===== config.mk =====
export PLATFORM = sky130hd
export DESIGN_NAME = glitch_filter
export DESIGN_NICKNAME = d
export VERILOG_FILES = /design/src/rtl/glitch_filter.sv
export SDC_FILE = /design/constraint.sdc
export NUM_CORES = 1
export LEC_CHECK = 0
export BUFFER_PORTS_ARGS = -buffer_cell sky130_fd_sc_hd__buf_2
export CAP_MARGIN = 20
export CORE_AREA = 2 2 39 41
export CTS_BUF_LIST = sky130_fd_sc_hd__clkbuf_2 sky130_fd_sc_hd__clkbuf_4 sky130_fd_sc_hd__clkbuf_8
export CTS_CLUSTER_DIAMETER = 30
export DETAILED_ROUTE_END_ITERATION = 10
export DIE_AREA = 0 0 41 43
export PLACE_DENSITY_LB_ADDON = 0.08
export SYNTH_ARGS = -nofsm -noshare
export SYNTH_HDL_FRONTEND = slang
export SYNTH_SLANG_ARGS = --single-unit

===== constraint.sdc =====
create_clock -name CLK -period 1.9 [get_ports CLK]
set_input_delay 0.19 -clock CLK [delete_from_list [all_inputs] [get_ports CLK]]
set_output_delay 0.19 -clock CLK [all_outputs]
set_load 0.05 [all_outputs]

===== src/rtl/glitch_filter.sv =====
// Synchronises a raw level D and lets a change through to Q only after it has
// held for STABLE_CYCLES consecutive samples; RISE/FALL flag the Q transitions.
module glitch_filter #(
   parameter int SYNC_STAGES   = 2,
   parameter int STABLE_CYCLES = 4,
   parameter int CNT_W         = $clog2(STABLE_CYCLES + 1)
) (
   input  logic CLK,
   input  logic RST_N,
   input  logic D,
   output logic Q,
   output logic RISE,
   output logic FALL,
   output logic BUSY
);

   typedef enum logic [1:0] {
      STABLE_LO = 2'd0,
      CHECK_HI  = 2'd1,
      STABLE_HI = 2'd2,
      CHECK_LO  = 2'd3
   } state_t;

   localparam logic [CNT_W-1:0] CNT_LAST = CNT_W'(STABLE_CYCLES - 1);
   localparam logic [CNT_W-1:0] CNT_ONE  = CNT_W'(1);

   logic [SYNC_STAGES-1:0] sync_q, sync_d;
   state_t                 state_q, state_d;
   logic [CNT_W-1:0]       cnt_q, cnt_d;
   logic                   q_q, q_d;
   logic                   rise_q, rise_d;
   logic                   fall_q, fall_d;
   logic                   busy_q, busy_d;
   logic                   s;

   // Only the first stage sees D; everything else works from the resolved level.
   assign sync_d = {sync_q[SYNC_STAGES-2:0], D};
   assign s      = sync_q[SYNC_STAGES-1];

   always_comb begin
      state_d = state_q;
      cnt_d   = cnt_q;
      q_d     = q_q;
      rise_d  = 1'b0;
      fall_d  = 1'b0;
      case (state_q)
         STABLE_LO: begin
            if (s) begin
               if (STABLE_CYCLES == 1) begin
                  state_d = STABLE_HI;
                  q_d     = 1'b1;
                  rise_d  = 1'b1;
               end else begin
                  state_d = CHECK_HI;
                  cnt_d   = CNT_ONE;
               end
            end
         end
         CHECK_HI: begin
            if (!s) begin
               state_d = STABLE_LO;
               cnt_d   = '0;
            end else if (cnt_q == CNT_LAST) begin
               state_d = STABLE_HI;
               cnt_d   = '0;
               q_d     = 1'b1;
               rise_d  = 1'b1;
            end else begin
               cnt_d = cnt_q + CNT_ONE;
            end
         end
         STABLE_HI: begin
            if (!s) begin
               if (STABLE_CYCLES == 1) begin
                  state_d = STABLE_LO;
                  q_d     = 1'b0;
                  fall_d  = 1'b1;
               end else begin
                  state_d = CHECK_LO;
                  cnt_d   = CNT_ONE;
               end
            end
         end
         CHECK_LO: begin
            if (s) begin
               state_d = STABLE_HI;
               cnt_d   = '0;
            end else if (cnt_q == CNT_LAST) begin
               state_d = STABLE_LO;
               cnt_d   = '0;
               q_d     = 1'b0;
               fall_d  = 1'b1;
            end else begin
               cnt_d = cnt_q + CNT_ONE;
            end
         end
         default: begin
            state_d = STABLE_LO;
            cnt_d   = '0;
            q_d     = 1'b0;
         end
      endcase
      // BUSY reflects the counter value being written this cycle.
      busy_d = (cnt_d != '0);
   end

   always_ff @(posedge CLK or negedge RST_N) begin
      if (!RST_N) begin
         sync_q  <= '0;
         state_q <= STABLE_LO;
         cnt_q   <= '0;
         q_q     <= 1'b0;
         rise_q  <= 1'b0;
         fall_q  <= 1'b0;
         busy_q  <= 1'b0;
      end else begin
         sync_q  <= sync_d;
         state_q <= state_d;
         cnt_q   <= cnt_d;
         q_q     <= q_d;
         rise_q  <= rise_d;
         fall_q  <= fall_d;
         busy_q  <= busy_d;
      end
   end

   assign Q    = q_q;
   assign RISE = rise_q;
   assign FALL = fall_q;
   assign BUSY = busy_q;

endmodule

==> key figures, run 1 <==
Floorplanning
  – Starting density of the core: 32.1%
  – Placeable core area: 0.00138 mm2
  – X dimension of the die: 41 um
  – Die area: 0.00176 mm2
  – Std cell rows: 14
  – Die Span Y: 43 um
  – Ports placed on the boundary: 7

Setup path
  – Peak fanout along the critical path: 5
  – Worst reg-to-reg path cell count: 5
  – Crit end category: flop
  – Worst setup startpoint: cnt_q[0]$_DFF_PN0_
  – Crit path DAT: 1.51 ns
  – Req. time, crit path: 2.04 ns
  – Startpoint class of the critical path: flop
  – Category of the most critical setup path: flop to flop
  – Startpoint of the worst-slack reg-to-reg timing path: cnt_q[0]$_DFF_PN0_

Synth
  – Portion of the post-synthesis area used by sequential elements: 62.0%
  – Number of enable-type register cells in the synthesized netlist: 0
  – Yosys reg bits: 11
  – Flip-flop cell with the highest count after synthesis: dfrtp_1
  – Most frequently used cell type in the post-synthesis netlist: dfrtp_1
  – Post-synthesis instance total: 40
  – Count of warnings emitted by yosys: 0
  – Top cells by area in the synthesized netlist: dfrtp_1, nand2_1, o21ai_0
  – Cell type contributing the most total cell area after synthesis: dfrtp_1
  – Area share of the leading cell type in the synthesized netlist: 62.0%
  – Mapped Area: 444 um2
  – Cell types with the highest counts after synthesis: dfrtp_1, nand2_1, nor2_1, o21ai_0
  – Syn nets: 44
  – Share of flip-flops with an asynchronous set or reset after synthesis: 100%
  – Average instance area after synthesis: 11.1 um2
  – Unique cell type count in the Yosys netlist: 17

GRT
  – GR Util All Layers: 13.1%
  – Maximum number of pins on one net before global-route repair: 12
  – Vias in the first global route: 358
  – Total congestion overflow after global routing: 0
  – Wire length of the first global-routing pass: 1500 um
  – Number of antenna violations at the first check in global routing: 0

Placement
  – DPL Wire Length: 593 um
  – Port buffer count: 6
  – Global placer's final weighted congestion: 0.678

Routing
  – Top metal layer carrying routed signals: met4
  – Vias after detailed routing: 310
  – Total DRC errors in the routed layout: 0
  – Antenna Violating Nets Remaining: 0
  – Final WL: 778 um
  – WL met1: 347 um
  – Detailed-router iteration count before antenna repair: 4
  – DR WL/cell: 11.6 um
  – 1st-iter DRT viols: 4
  – Via density per instance: 4.63
  – Length of routed met3 wiring: 28 um
  – Metal2 WL: 397 um

Power and ir drop
  – Combinational power share: 32.8%
  – Peak supply drop: 0.464 mV
  – Lkg Pwr: 0.252 nW
  – Cell-internal power: 489 uW
  – Overall power of the completed layout: 777 uW
  – Portion of total power attributed to sequential cells: 45.5%
  – Sw Ratio: 37.0%
  – NetSw: 288 uW
  – Total power divided by cell area: 1450 mW/mm2
  – Relative contribution of the clock network to total power: 21.7%

STA
  – Final critical-path share of the clock period: 72.2%
  – Max Transition Viols Final: 0
  – Max_slew headroom: 70.7%
  – Hold_ws: 0.0316 ns
  – Slew @ Worst Pin: 0.436 ns
  – Final worst path period need: 1.37 ns
  – Fmax achieved: 729 MHz
  – Total count of hold-check failures in the final report: 0
  – Final sum of negative setup slack: 0 ns
  – Setup repair after global routing missed its margin: no
  – Final Skew: 0.00177 ns
  – Setup violation total in the final timing report: 0

Worst hold path
  – Hold path startpoint: D
  – Min-Delay Path Depth: 1
  – Min-delay worst type: input pin to flop

CTS
  – CTS sink cnt: 11
  – Post CTS Setup Buffer Count: 0
  – Root cell of the clock tree: clkbuf_4
  – Inserted Clock Buffers: 3
  – Deepest clock path buffer count: 2
  – TritonCTS clock tree: done
  – Worst-skew pair later-pin latency: 0.26 ns
  – Clk pin slew, worst setup/hold paths: 0.07 ns
  – H-tree levels: 1

Cells and area
  – Count of antenna diodes in the layout: 0
  – Synthesis-to-layout area growth: 20.3%
  – Fraction of final layout cells sized beyond drive strength 1: 19.6%
  – Number of nets in the finished design: 56
  – Core utilization of the finished layout: 38.6%

Run status
  – Outcome: completed

Run
  – Max-capacitance violation count: 0
==> cell families (layout without fill, tap and decap cells) <==
group                      count (synthesis)  after routing  synth area share (%)
AOI/OAI and AO/OA                          9              9                  11.8
xor gates and xnor gates                   2              2                  3.94
adders and majority gates                  2              2                  5.07
buffers and inverters                      1             12                 0.844
DFF                                       11             11                  62.0
and+or+nand+nor                           15             15                  16.3
==> critical path, stage by stage (launching register included) <==
cell and delay (ns):
dfrtp_1 0.43, ha_1 0.26, nor2b_1 0.16, and2_1 0.18, a21oi_1 0.13, o21ai_0 0.08
==> per-layer routing <==
metal	vias to the layer above	GRT usage [%]
li1	155	-
met1	148	14.1
met2	5	20.6
met3	2	4.71
met4	0	8.00
met5	-	0
==> placed cells by master (no fill, tap or decap) <==
cell type       n
a21o_1          1
a21oi_1         1
and2_1          1
buf_2           6
clkbuf_4        4
dfrtp_1        11
dlygate4sd3_1   1
ha_1            1
inv_1           1
maj3_1          1
nand2_1         6
nand3b_1        1
nor2_1          4
nor2b_1         1
nor3b_1         2
o21a_1          2
o21ai_0         4
o21ai_1         1
xnor2_1         1
xor2_1          1
==> power by group through the flow <==
stage / combinational [mW] / sequential (mW) / clock [mW]
4_1_cts: 0.260 / 0.354 / 0.174
6_report: 0.255 / 0.354 / 0.169
3_5_place_dp: 0.258 / 0.358 / 0
5_1_grt: 0.292 / 0.371 / 0.195
2_1_floorplan: 0.151 / 0.393 / 0
3_3_place_gp: 0.244 / 0.353 / 0
==> metrics by stage <==
| stage | area [um2] | setup slack (ns) | std cells |
|---|---|---|---|
| final | 534 | 0.528 | 67 |
| after global routing | 534 | 0.336 | 67 |
| after CTS | 534 | 0.519 | 67 |
| after detailed placement | 494 | 0.539 | 62 |
| after global placement | 494 | 0.565 | 62 |
| after floorplan | 444 | 0.649 | 40 |
==> final cells by class <==
class	instances	area [um2]
fillers	150	850
flip-flops and latches	11	275
multi-input cells	28	165
repair buffers	7	40.0
clock buffers	4	30.0
well taps	16	20.0
inverters	1	3.75
==> state kept, by name, summed over array words and instances, names as in the netlist, named ones only <==
name and flops:
FALL 1, BUSY 1, state_q 1, RISE 1
sync_q 2, cnt_q 3, Q 1
==> path summary, 6_finish.rpt <==
path	to	slack, ns
min	sync_q[0]$_DFF_PN0_	0.03
min in group asynchronous	RISE$_DFF_PN0_	0.32
min reg2reg	sync_q[1]$_DFF_PN0_	0.36
max reg2reg	Q$_DFFE_PN0P_	0.53
max in group asynchronous	state_q[0]$_DFFE_PN0P_	1.38
max	Q$_DFFE_PN0P_	0.53
==> repair_timing <==
item / CTS / global route
endpoints found under the hold margin: 11 / 0
gates resized for setup: 0 / 0
hold buffers: 1 / 0
(Power assumes the default switching activity.)
==> inputs of run 2 (changes only) <==
clock period = 1.2 ns   (was 1.9 ns; I/O delays follow)
==> run 2 against run 1 <==
Against the previous run:
- clock-buffer cell count did not move
- critical path type unchanged
- via count rose by 9.0%
- sequential power is 51% higher
- setup slack worse by 0.50 ns
- largest cell class unchanged
- wire length rose by 4.1%
- sequential cell count unchanged
- critical path depth stayed put
- clock power increased by 54%
- worst hold slack gained 0.23 ns
- maximum frequency is 17% higher
==> key figures, run 2 (synthesis results as in run 1) <==
Cells and area
  – Max FFs per register: 3
  – Area of combinational cells with multiple inputs: 189 um2
  – Fraction of final layout cells sized beyond drive strength 1: 36.2%
  – Largest registers in the final layout: cnt_q (3), sync_q (2)
  – Count of antenna diodes in the layout: 0
  – Fill cell count: 132
  – Synthesis-to-layout area growth: 38.0%
  – Final Instance Count excl. Fillers: 74
  – Register containing the most flip-flops in the final layout: cnt_q
  – Number of nets in the finished design: 63
  – Top library cells by usage in the layout, fill and taps aside: dfrtp_1, nand2_1, buf_2, buf_4
  – Register area: 275 um2
  – Leading cell type in the layout, fill and taps excluded: dfrtp_1

Floorplanning
  – Std cell rows: 14
  – Placeable core area: 0.00138 mm2
  – X dimension of the die: 41 um
  – Die area: 0.00176 mm2
  – Ports placed on the boundary: 7
  – Starting density of the core: 32.1%
  – Die Span Y: 43 um

Setup path
  – Crit end category: flop
  – List of cells traversed by the critical path: ha_2 > nor2b_4 > and2_4 > a21oi_2 > o21ai_1
  – Peak fanout along the critical path: 3
  – Longest individual stage delay on the worst path: 0.39 ns
  – Crit path buffers/inverters: 0
  – Crit path max-delay cell type: dfrtp_1
  – Cell class contributing the biggest share of worst-path delay: flip-flops
  – Category of the most critical setup path: flop to flop
  – Crit path DAT: 1.32 ns
  – Startpoint class of the critical path: flop
  – Req. time, crit path: 1.35 ns

STA
  – Slew @ Worst Pin: 0.253 ns
  – Max_slew headroom: 83.1%
  – Worst setup margin: 0.0244 ns
  – Max Transition Viols Final: 0
  – Setup violation total in the final timing report: 0
  – Final Skew: 0.00143 ns
  – Final worst path period need: 1.18 ns
  – Final critical-path share of the clock period: 98.0%
  – Total count of hold-check failures in the final report: 0
  – Fmax achieved: 851 MHz
  – Setup repair after global routing missed its margin: yes

Placement
  – DPL Wire Length: 583 um
  – Port buffer count: 6
  – Global placer's final weighted congestion: 0.673
  – Placed Instances: 66
  – Placement-stage worst setup slack: -0.0356 ns

CTS
  – Deepest clock path buffer count: 2
  – Inserted Clock Buffers: 3
  – Worst-skew pair later-pin latency: 0.26 ns
  – Clk pin slew, worst setup/hold paths: 0.06 ns
  – TritonCTS clock tree: done
  – Root cell of the clock tree: clkbuf_4
  – H-tree levels: 1
  – CTS sink cnt: 11

Routing
  – DR WL/cell: 10.9 um
  – Final WL: 810 um
  – Antenna Violating Nets Remaining: 0
  – 1st-iter DRT viols: 8
  – WL met1: 352 um
  – Top metal layer carrying routed signals: met4
  – Length of routed met3 wiring: 35 um
  – Metal2 WL: 418 um
  – Vias after detailed routing: 338
  – Detailed-router iteration count before antenna repair: 4
  – Total DRC errors in the routed layout: 0
  – Via density per instance: 4.57

Power and ir drop
  – Overall power of the completed layout: 1.37 mW
  – Lkg Pwr: 0.291 nW
  – Peak supply drop: 0.867 mV
  – Total power divided by cell area: 2230 mW/mm2

Run
  – Max-capacitance violation count: 0

GRT
  – Total congestion overflow after global routing: 0
  – GR Util All Layers: 10.8%
  – Number of antenna violations at the first check in global routing: 0
  – Vias in the first global route: 310
  – Maximum number of pins on one net before global-route repair: 12
  – Wire length of the first global-routing pass: 1250 um

Run status
  – Outcome: completed

Worst hold path
  – Min-delay worst type: input pin to asynchronous set/reset pin
==> run 2: through the flow <==
step                utilization, %  setup TNS, ns  instance area, um2  hold slack [ns]
floorplan                        -              0                 447           -0.176
global placement              38.1       -0.00347                 527         -0.00420
detailed placement            38.1        -0.0658                 527         -0.00137
CTS                           43.2              0                 598            0.265
global route                  44.3        -0.0323                 613            0.274
finish                        44.3              0                 613            0.257
==> run 2: area by class of cell <==
type	count	area share, %
inverters	1	0.612
well taps	16	3.27
clock buffers	4	4.90
flip-flops and latches	11	44.9
repair buffers	14	15.5
multi-input cells	28	30.8
==> run 2: metal layers <==
layer	GRT usage [%]	up-vias
met3	3.14	2
met4	6.00	0
met2	16.9	7
met1	12.7	159
li1	-	170
met5	0	-
==> run 2: where the power goes <==
group / switching (mW) / internal (mW)
Combinational: 0.291 / 0.285
Sequential: 0.0746 / 0.459
Clock: 0.109 / 0.151
Total: 0.475 / 0.895
==> run 2: worst paths after layout <==
kind	start	to	slack, ns	cells past startpoint
min in group CLK	sync_q[0]$_DFF_PN0_	sync_q[1]$_DFF_PN0_	0.35	0
worst min-delay path	RST_N	Q$_DFFE_PN0P_	0.26	2
worst max register to register	cnt_q[1]$_DFF_PN0_	Q$_DFFE_PN0P_	0.02	5
worst max-delay path	cnt_q[1]$_DFF_PN0_	Q$_DFFE_PN0P_	0.02	5
max in group asynchronous	RST_N	sync_q[0]$_DFF_PN0_	0.74	2
worst min register to register	sync_q[0]$_DFF_PN0_	sync_q[1]$_DFF_PN0_	0.35	0
==> run 2: repair_timing <==
action                                  in CTS  in global routing
gates resized for setup                      5                  1
hold endpoints to repair                    12                  0
hold buffers                                 2                  0
pin swaps                                    1                  1
endpoints found under the setup margin       3                  3
setup buffers                                0                  2
==> inputs of run 3 (changes only) <==
SETUP_SLACK_MARGIN = 0.5   (was not set)
==> run 3 against run 2 <==
Against the previous run:
- critical path type unchanged
- setup slack improved by 0.012 ns
- global-route usage increased by 1.6 points
- sequential power is 4% higher
- sequential cell count stayed put
- first-iteration DRC count is 88% lower
- wire length is 3.0% higher
- via count increased by 3.6%
==> key figures, run 3 (synthesis results as in run 1) <==
Placement
  – Port buffer count: 6
  – Placed Instances: 66
  – Placement-stage worst setup slack: 0.0292 ns
  – DPL Wire Length: 561 um
  – Global placer's final weighted congestion: 0.694

Power and ir drop
  – Lkg Pwr: 0.304 nW
  – Peak supply drop: 0.905 mV
  – Total power divided by cell area: 2170 mW/mm2
  – Overall power of the completed layout: 1.49 mW

Cells and area
  – Largest registers in the final layout: cnt_q (3), sync_q (2)
  – Leading cell type in the layout, fill and taps excluded: dfrtp_1
  – Synthesis-to-layout area growth: 54.1%
  – Number of nets in the finished design: 64
  – Top library cells by usage in the layout, fill and taps aside: dfrtp_1, nand2_1, buf_4
  – Area of combinational cells with multiple inputs: 204 um2
  – Max FFs per register: 3
  – Register area: 280 um2
  – Count of antenna diodes in the layout: 0
  – Core utilization of the finished layout: 49.5%
  – Fill cell count: 128
  – Fraction of final layout cells sized beyond drive strength 1: 47.5%
  – Final Instance Count excl. Fillers: 75
  – Register containing the most flip-flops in the final layout: cnt_q

CTS
  – H-tree levels: 1
  – Worst-skew pair later-pin latency: 0.26 ns
  – Deepest clock path buffer count: 2
  – TritonCTS clock tree: done
  – CTS sink cnt: 11
  – Root cell of the clock tree: clkbuf_4
  – Clk pin slew, worst setup/hold paths: 0.07 ns
  – Inserted Clock Buffers: 3

Routing
  – WL met1: 339 um
  – DR WL/cell: 11.1 um
  – 1st-iter DRT viols: 1
  – Antenna Violating Nets Remaining: 0
  – Final WL: 834 um
  – Total DRC errors in the routed layout: 0
  – Metal2 WL: 439 um
  – Vias after detailed routing: 350
  – Via density per instance: 4.67
  – Top metal layer carrying routed signals: met4
  – Length of routed met3 wiring: 26 um
  – Detailed-router iteration count before antenna repair: 2

Setup path
  – Req. time, crit path: 1.35 ns
  – Worst reg-to-reg path cell count: 5
  – Startpoint class of the critical path: flop
  – Crit path DAT: 1.31 ns
  – Crit end category: flop
  – Category of the most critical setup path: flop to flop
  – Peak fanout along the critical path: 3
  – R2R setup slack: 0.04 ns

STA
  – Final sum of negative setup slack: 0 ns
  – Worst setup margin: 0.0360 ns
  – Max Transition Viols Final: 0
  – Setup repair after global routing missed its margin: yes
  – Final critical-path share of the clock period: 97.0%
  – Max_slew headroom: 83.6%
  – Setup violation total in the final timing report: 0
  – Total count of hold-check failures in the final report: 0
  – Fmax achieved: 859 MHz
  – Final Skew: 0.00275 ns
  – Final worst path period need: 1.16 ns
  – Slew @ Worst Pin: 0.245 ns

Run status
  – Outcome: completed

Floorplanning
  – Placeable core area: 0.00138 mm2
  – X dimension of the die: 41 um
  – Die Span Y: 43 um
  – Std cell rows: 14
  – Ports placed on the boundary: 7
  – Die area: 0.00176 mm2
  – Starting density of the core: 32.1%

GRT
  – Wire length of the first global-routing pass: 1350 um
  – Total congestion overflow after global routing: 0
  – Maximum number of pins on one net before global-route repair: 12
  – Number of antenna violations at the first check in global routing: 0
  – GR Util All Layers: 12.4%
  – Vias in the first global route: 337

Worst hold path
  – Min-delay worst type: input pin to asynchronous set/reset pin

Run
  – Max-capacitance violation count: 0
==> run 3: cell types whose count changed in the layout (fill, tap and decap cells not counted), sizes merged <==
cell and change:
buf +1
==> run 3: through the flow <==
| step | hold slack, ns | cell area [um2] |
|---|---|---|
| 4_1_cts | 0.255 | 641 |
| 5_1_grt | 0.273 | 684 |
| 3_5_place_dp | -0.000514 | 546 |
| 2_1_floorplan | -0.176 | 465 |
| 6_report | 0.246 | 684 |
| 3_3_place_gp | -0.00461 | 546 |
==> run 3: metal layers <==
metal / vias up / global-route usage [%]
li1: 169 / -
met4: 0 / 10.0
met5: - / 0
met1: 171 / 12.2
met2: 6 / 19.4
met3: 4 / 4.71
==> run 3: final timing paths <==
check / from / end
worst max-delay path: cnt_q[1]$_DFF_PN0_ / Q$_DFFE_PN0P_
worst min-delay path: RST_N / cnt_q[2]$_DFF_PN0_
worst max register to register: cnt_q[1]$_DFF_PN0_ / Q$_DFFE_PN0P_
worst min register to register: sync_q[0]$_DFF_PN0_ / sync_q[1]$_DFF_PN0_
max in group asynchronous: RST_N / BUSY$_DFF_PN0_
min in group CLK: sync_q[0]$_DFF_PN0_ / sync_q[1]$_DFF_PN0_
==> run 3: layout make-up <==
cell class                      count  area share [%]
Timing Repair Buffer               15            21.4
Tap cell                           16            2.93
Sequential cell                    11            41.0
Multi-Input combinational cell     28            29.8
Clock buffer                        4            4.39
Inverter                            1           0.548
==> run 3: critical path, stage by stage (launching register included) <==
cell and delay [ns]:
dfrtp_1 0.41, ha_4 0.18, nor2b_4 0.12, and2_4 0.16, a21oi_2 0.11, o21ai_1 0.07
==> run 3: power by group <==
| group | internal (mW) | switching, mW | leakage (nW) |
|---|---|---|---|
| sequential | 0.464 | 0.0886 | 0.130 |
| combinational | 0.361 | 0.305 | 0.156 |
| clock | 0.151 | 0.116 | 0.0184 |
| total | 0.976 | 0.509 | 0.304 |
==> run 3: repair_timing <==
item                                   4_1_cts  5_1_grt
buffers inserted                             1        2
resized for setup                           11        7
setup endpoints to repair                   13       13
endpoints found under the hold margin       12        0
hold buffers                                 2        0
pin swaps                                    1        5
